**config.mk**
```make
export PLATFORM = sky130hd
export DESIGN_NAME = hil_mux_stim_rx
export DESIGN_NICKNAME = d
export VERILOG_FILES = /design/src/rtl/hil_mux_stim_rx.sv
export SDC_FILE = /design/constraint.sdc
export NUM_CORES = 1
export LEC_CHECK = 0
export BUFFER_PORTS_ARGS = -buffer_cell sky130_fd_sc_hd__buf_2
export CAP_MARGIN = 5
export CORE_MARGIN = 2
export CORE_UTILIZATION = 40
export CTS_CLUSTER_DIAMETER = 200
export DETAILED_ROUTE_END_ITERATION = 10
export PLACE_DENSITY = 0.6
export REMOVE_ABC_BUFFERS = 1
export SLEW_MARGIN = 20
export SYNTH_ARGS = -nofsm -noshare
export SYNTH_HDL_FRONTEND = slang
export SYNTH_SLANG_ARGS = --single-unit
```
**constraint.sdc**
```tcl
create_clock -name clk -period 2.35 [get_ports clk]
set_input_delay 0.3525 -clock clk [delete_from_list [all_inputs] [get_ports clk]]
set_output_delay 0.3525 -clock clk [all_outputs]
set_load 0.05 [all_outputs]
```
**src/rtl/hil_mux_stim_rx.sv**
```systemverilog
// Host-driven stimulus stage for the 4:1 mux under test: receives 8-bit command
// frames over a 3-wire GPIO serial link, drives the mux, samples Y and returns it.
module hil_mux_stim_rx #(
  parameter int SETTLE_CYCLES = 4,
  parameter int SYNC_STAGES   = 2
) (
  input  logic       clk,
  input  logic       rst_n,
  input  logic       rpi_sclk,
  input  logic       rpi_mosi,
  input  logic       rpi_cs_n,
  output logic       rpi_miso,
  output logic [3:0] dut_i,
  output logic [1:0] dut_s,
  input  logic       dut_y,
  output logic       result_valid,
  output logic       frame_err,
  output logic       busy
);

  typedef enum logic [2:0] {
    ST_IDLE,
    ST_RECV,
    ST_SETTLE,
    ST_SAMPLE,
    ST_DISCARD
  } state_t;

  localparam logic [1:0] CMD_APPLY   = 2'b01;
  localparam logic [1:0] CMD_CLR_ERR = 2'b10;
  localparam logic [1:0] CMD_ILLEGAL = 2'b11;
  localparam logic [7:0] SETTLE_INIT = 8'(SETTLE_CYCLES);

  logic [2:0] async_in;
  logic [2:0] sync_out;

  assign async_in = {rpi_cs_n, rpi_mosi, rpi_sclk};

  // cs_n synchronizer resets to "asserted" so a frame already in progress at
  // reset release never produces a falling edge; the bus is ignored until cs_n rises.
  genvar gi;
  generate
    for (gi = 0; gi < 3; gi++) begin : g_sync
      logic [SYNC_STAGES-1:0] chain_reg;
      always_ff @(posedge clk or negedge rst_n) begin
        if (!rst_n) chain_reg <= '0;
        else        chain_reg <= {chain_reg[SYNC_STAGES-2:0], async_in[gi]};
      end
      assign sync_out[gi] = chain_reg[SYNC_STAGES-1];
    end
  endgenerate

  logic sclk_s, mosi_s, cs_s;
  assign sclk_s = sync_out[0];
  assign mosi_s = sync_out[1];
  assign cs_s   = sync_out[2];

  state_t     state_reg;
  logic [7:0] rx_reg;
  logic [7:0] tx_reg;
  logic [7:0] resp_reg;
  logic [7:0] settle_cnt_reg;
  logic [3:0] bit_cnt_reg;
  logic       sticky_reg;
  logic       sclk_prev_reg;
  logic       cs_prev_reg;

  logic sclk_rise, sclk_fall, cs_fall, cs_rise, frame_ok;
  assign sclk_rise = sclk_s & ~sclk_prev_reg & ~cs_s;
  assign sclk_fall = ~sclk_s & sclk_prev_reg & ~cs_s;
  assign cs_fall   = cs_prev_reg & ~cs_s;
  assign cs_rise   = ~cs_prev_reg & cs_s;
  assign frame_ok  = (bit_cnt_reg == 4'd8) && (rx_reg[7:6] != CMD_ILLEGAL);

  always_ff @(posedge clk or negedge rst_n) begin
    if (!rst_n) begin
      state_reg      <= ST_IDLE;
      rx_reg         <= '0;
      tx_reg         <= '0;
      resp_reg       <= '0;
      settle_cnt_reg <= '0;
      bit_cnt_reg    <= '0;
      sticky_reg     <= 1'b0;
      sclk_prev_reg  <= 1'b0;
      cs_prev_reg    <= 1'b0;
      rpi_miso       <= 1'b0;
      dut_i          <= '0;
      dut_s          <= '0;
      result_valid   <= 1'b0;
      frame_err      <= 1'b0;
      busy           <= 1'b0;
    end else begin
      sclk_prev_reg <= sclk_s;
      cs_prev_reg   <= cs_s;
      result_valid  <= 1'b0;
      frame_err     <= 1'b0;

      case (state_reg)
        ST_IDLE: begin
          rpi_miso <= 1'b0;
          if (cs_fall) begin
            state_reg   <= ST_RECV;
            bit_cnt_reg <= '0;
            tx_reg      <= resp_reg;
            rpi_miso    <= resp_reg[7];
          end
        end

        ST_RECV: begin
          if (cs_rise) begin
            rpi_miso  <= 1'b0;
            state_reg <= ST_IDLE;
            if (!frame_ok) begin
              frame_err   <= 1'b1;
              sticky_reg  <= 1'b1;
              resp_reg[6] <= 1'b1;
            end else begin
              case (rx_reg[7:6])
                CMD_APPLY: begin
                  dut_s          <= rx_reg[5:4];
                  dut_i          <= rx_reg[3:0];
                  settle_cnt_reg <= SETTLE_INIT;
                  busy           <= 1'b1;
                  state_reg      <= ST_SETTLE;
                end
                CMD_CLR_ERR: begin
                  sticky_reg  <= 1'b0;
                  resp_reg[6] <= 1'b0;
                end
                default: resp_reg[6] <= sticky_reg;
              endcase
            end
          end else begin
            if (sclk_rise) begin
              rx_reg <= {rx_reg[6:0], mosi_s};
              if (bit_cnt_reg != 4'd15) bit_cnt_reg <= bit_cnt_reg + 4'd1;
            end
            // Zero-fill means the line drops to 0 once all 8 response bits are out.
            if (sclk_fall) begin
              rpi_miso <= tx_reg[6];
              tx_reg   <= {tx_reg[6:0], 1'b0};
            end
          end
        end

        ST_SETTLE: begin
          settle_cnt_reg <= settle_cnt_reg - 8'd1;
          if (settle_cnt_reg <= 8'd1) state_reg <= ST_SAMPLE;
        end

        ST_SAMPLE: begin
          resp_reg     <= {dut_y, sticky_reg, dut_s, dut_i};
          result_valid <= 1'b1;
          busy         <= 1'b0;
          // A frame that started while busy cannot be received cleanly: drop it.
          state_reg    <= cs_s ? ST_IDLE : ST_DISCARD;
        end

        ST_DISCARD: begin
          if (cs_s) begin
            frame_err   <= 1'b1;
            sticky_reg  <= 1'b1;
            resp_reg[6] <= 1'b1;
            state_reg   <= ST_IDLE;
          end
        end

        default: state_reg <= ST_IDLE;
      endcase
    end
  end

endmodule

```
## Word-level counts from Yosys, hierarchy flattened

Index checks and enable logic that the tools add are counted.

- Register bits after elaboration: 57
- Input bits: 6
- Word-level logic and storage cells: 115

- Add/sub/neg operators: 2
- Magnitude comparators: 1
- Equal/unequal tests: 22
- Mux-type cells: 43
- Bitwise logic cells: 11
- Reduce and logical (&&, ||, !) cells: 17

Operators with widths:

| cell | count |
|---|---|
| AND reduction 4 bit | 7 |
| 2-to-1 mux 8 bit | 3 |
| 2-to-1 mux 7 bit | 3 |
| != test 2 bit (second input constant) | 10 |
| 2-to-1 mux 1 bit | 16 |
| 2-to-1 mux 4 bit | 4 |
| one-hot mux 8 bit (2 select lines) | 1 |
| 2-to-1 mux 3 bit | 5 |
| one-hot mux 3 bit (5 select lines) | 1 |
| one-hot mux 7 bit (2 select lines) | 1 |
| one-hot mux 1 bit (2 select lines) | 5 |
| less-or-equal comparator 8 x 1 -> 1 bit (second input constant) | 1 |
| one-hot mux 4 bit (2 select lines) | 1 |
| nonzero test 2 bit | 4 |
| subtractor 8 x 1 -> 8 bit (second input constant) | 1 |
| bitwise AND 1 bit | 6 |
| equality test 3 x 2 -> 1 bit (second input constant) | 2 |
| != test 3 bit (second input constant) | 2 |
| inverter 1 bit | 5 |
| AND reduction 5 bit | 1 |
| adder 4 x 1 -> 4 bit (second input constant) | 1 |
| equality test 4 bit (second input constant) | 1 |
| 2-to-1 mux 2 bit | 2 |
| != test 4 bit (second input constant) | 1 |
| 12 further kinds | 12 |

## Depth between registers and ports, before layout

- Depth in word-level cells: 6
- Depth in mapped cells: 7
- Mapped depth without buffers: 6

## Worst setup path after synthesis

OpenSTA, ideal clock, no wires.

- Path type: reg2reg
- Start point: reg state_reg[1]
- End point: reg dut_i[0]
- Arrival: 1805 ps
- Data required time: 2225 ps
- Slack: 421 ps
- Stages on the path, launching flop included: 6
- Buffers on the path: 2
- Cells stage by stage: dfrtp_1 buf_6 or3b_4 nor4_2 buf_2 mux2_2

- Cells in the longest elaborated chain, start to end: 2

RTL lines:

| item | RTL line | text |
|---|---|---|
| from (decl) | 58 | `state_t state_reg;` |
| from (signal assigned) | 156 | `state_reg <= cs_s ? ST_IDLE : ST_DISCARD;` |
| equality test 3 x 1 -> 1 bit | 98 | `case (state_reg)` |
| AND reduction 4 bit (no line) | -- |  |
| to (signal assigned) | 121 | `dut_i <= rx_reg[3:0];` |
| to (decl) | 13 | `output logic [3:0] dut_i,` |

No other way between the ends.
A chain may end at the register's enable or synchronous reset.

## Worst setup path after layout

- Start point: reg state_reg[2]
- End point: reg rx_reg[7]

- Cells in the longest elaborated chain, start to end: 2

RTL lines:

| item | RTL line | text |
|---|---|---|
| equality test 3 x 1 -> 1 bit | 98 |  |
| AND reduction 3 bit (no line) | -- |  |
| to (signal assigned) | 135 | `rx_reg <= {rx_reg[6:0], mosi_s};` |
| to (decl) | 59 | `logic [7:0] rx_reg;` |

No other way between the ends.

==> run summary <==
clock skew: 0.00574 ns
Yosys Warn Count: 0
Seq/Total Area, Yosys: 56.3%
relative slew slack: 59.8%
first-pass GRT wire length: 8.36 mm
Worst Setup Start Kind: flip-flop
final setup TNS: 0 ns
nature of the critical path endpoint: flip-flop
Tcrit/Tclk final: 90.2%
fin crit period: 2.12 ns
drt wl/cell: 14.3 um
hold_buf cts: 0
fin worst setup slack: 0.229 ns
CTS Root Cell: clkbuf_8
Max Clk Rate: 0.472 GHz
Worst Hold Class: input pin to asynchronous set/reset pin
IO buf count: 15
Clock transition at path regs: 0.06 ns
Yosys cell types: 46
leading area contributor after synthesis: dfrtp_1
DR pass1 iterations: 4
vias in the first global route: 1,734
I/O Pins: 16
initial antenna violation count: 0
Area growth, synth to finish: 14.2%
Cell Area, Synth: 2530 sq um
Max IR drop VDD: 438 uV
core area: 6240 sq um
DRC viols: 0
most common cell after layout, fill and taps aside: dfrtp_1
Max Root-Sink Buffers: 2
non-filler instance count after layout: 335
initial core utilization: 40.6%
DR vias: 1,704
leakage: 0.00141 uW
initial DRC count: 50
Core Rows: 29
cts bufs inserted: 9
HPWL after DPL: 3.35 mm
Post-Syn Area per Cell: 11.1 sq um
Pins Over Slew Limit: 0
Critical Path RT: 2.56 ns
Placed Cells: 323
dpl ws: 0.245 ns
GR Overflow Total: 0
H-Tree Depth: 3
commonest non-fill, non-tap cells in the layout: 57 x dfrtp_1, 31 x nand2_1, 23 x nor2_1
area share of the largest cell type after synthesis: 56.3%
overall routing resource usage: 15.5%
final setup violation count: 0
clk_lat worst skew: 0.33 ns
postcts setup bufs: 0
Power Density: 784 nW/um^2
CTS resizes: 0
clk sinks: 57
placer congestion estimate: 0.775
status: finished clean
CTS tree: done
die area: 6990 sq um
final hold vios: 0
post-synthesis instance total: 229
fill count: 599
die width: 83.6 um
Antenna diodes: 0
Die Ht: 83.6 um
fin util: 46.4%
CP Max Fanout: 9
unrepaired setup endpoints after global routing: no
critical path class: flip-flop to flip-flop
critical path arrival: 2.33 ns
largest net degree at the start of global routing: 29
Final Net Count: 267
synthesis-stage register bit count: 57
worst slew pin tran: 0.603 ns
post-route ant nets: 0
maxcap violations: 0
DRT Wirelength: 4.80 mm
via/cell ratio: 5.09
Most used DFF post-synth: dfrtp_1
ranking of synthesized cells by area: dfrtp_1 56%, mux2_4 4.7%, nand2_1 4.6%
number of synthesized flops with an enable pin: 0
ratio of cells with drive above 1 in the final layout: 23.3%
Synth async-reset ratio: 100%
-- critical path, stage by stage, from the launching register on --
cell	delay [ns]
dfrtp_1	0.47
or3b_4	0.42
or4b_1	0.73
mux2_4	0.38
-- layout make-up --
class | instances | area (sq um) | area share, %
clock buffers | 11 | 151 | 5.23
clock inverters | 1 | 5.00 | 0.173
inverters | 8 | 30.0 | 1.04
multi-input cells | 156 | 1030 | 35.8
flip-flops and latches | 57 | 1430 | 49.3
well taps | 77 | 96.3 | 3.33
repair buffers | 25 | 150 | 5.19
-- cell usage after synthesis (all sizes together) (4+ instances only) --
| cell | count |
|---|---|
| nand2 | 31 |
| o21ai | 6 |
| a21oi | 12 |
| clkbuf | 4 |
| buf | 4 |
| mux2 | 16 |
| dfrtp | 57 |
| nand2b | 7 |
| ha | 4 |
| mux2i | 7 |
| nor2 | 23 |
| inv | 8 |
| xor2 | 4 |
| nand3 | 6 |
-- path summary, 6_finish.rpt --
path / from / to / slack (ns) / cells after the start
setup reg to reg: state_reg[2]$_DFFE_PN0P_ / rx_reg[7]$_DFFE_PN0P_ / 0.23 / 3
setup / recovery: state_reg[2]$_DFFE_PN0P_ / rx_reg[7]$_DFFE_PN0P_ / 0.23 / 3
hold / removal: rst_n / resp_reg[3]$_DFFE_PN0P_ / 0.02 / 1
max in group asynchronous: rst_n / rpi_miso$_DFFE_PN0P_ / 1.67 / 2
hold reg to reg: g_sync[2].chain_reg[0]$_DFF_PN0_ / g_sync[2].chain_reg[1]$_DFF_PN0_ / 0.35 / 0
min in group clk: rpi_mosi / g_sync[1].chain_reg[0]$_DFF_PN0_ / 0.13 / 1
-- where the power goes --
group | internal [uW] | leakage [uW] | total, uW | switching (uW)
Combinational | 161 | 0.000598 | 324 | 163
Sequential | 1090 | 0.000727 | 1190 | 96.8
Clock | 414 | 0.0000830 | 752 | 339
Total | 1670 | 0.00141 | 2270 | 598
-- metal layers --
metal | track usage, % | vias up | share of wire, %
li1 | - | 845 | -
met1 | 20.9 | 833 | 50
met2 | 23.3 | 18 | 46
met3 | 5.64 | 8 | 3.1
met4 | 5.28 | 0 | 1.0
met5 | 0 | - | 0
-- cell families after synthesis --
kind of cell	Yosys count	synth area share (%)
simple gates	91	18.0
flops	57	56.3
compound gates	33	8.10
mux	23	11.1
buf+inv	16	2.91
xor+xnor	5	1.73
fa+ha+maj	4	1.97
-- through the flow --
step / hold slack, ns / area [sq um] / total power [uW]
finish: 0.0211 / 2890 / 2270
global route: 0.0659 / 2890 / 2400
CTS: 0.0326 / 2890 / 2300
detailed placement: 0.335 / 2740 / 1530
global placement: 0.334 / 2740 / 1530
floorplan: 0.0569 / 2490 / 1420
Power figures use the tool's default switching activity.
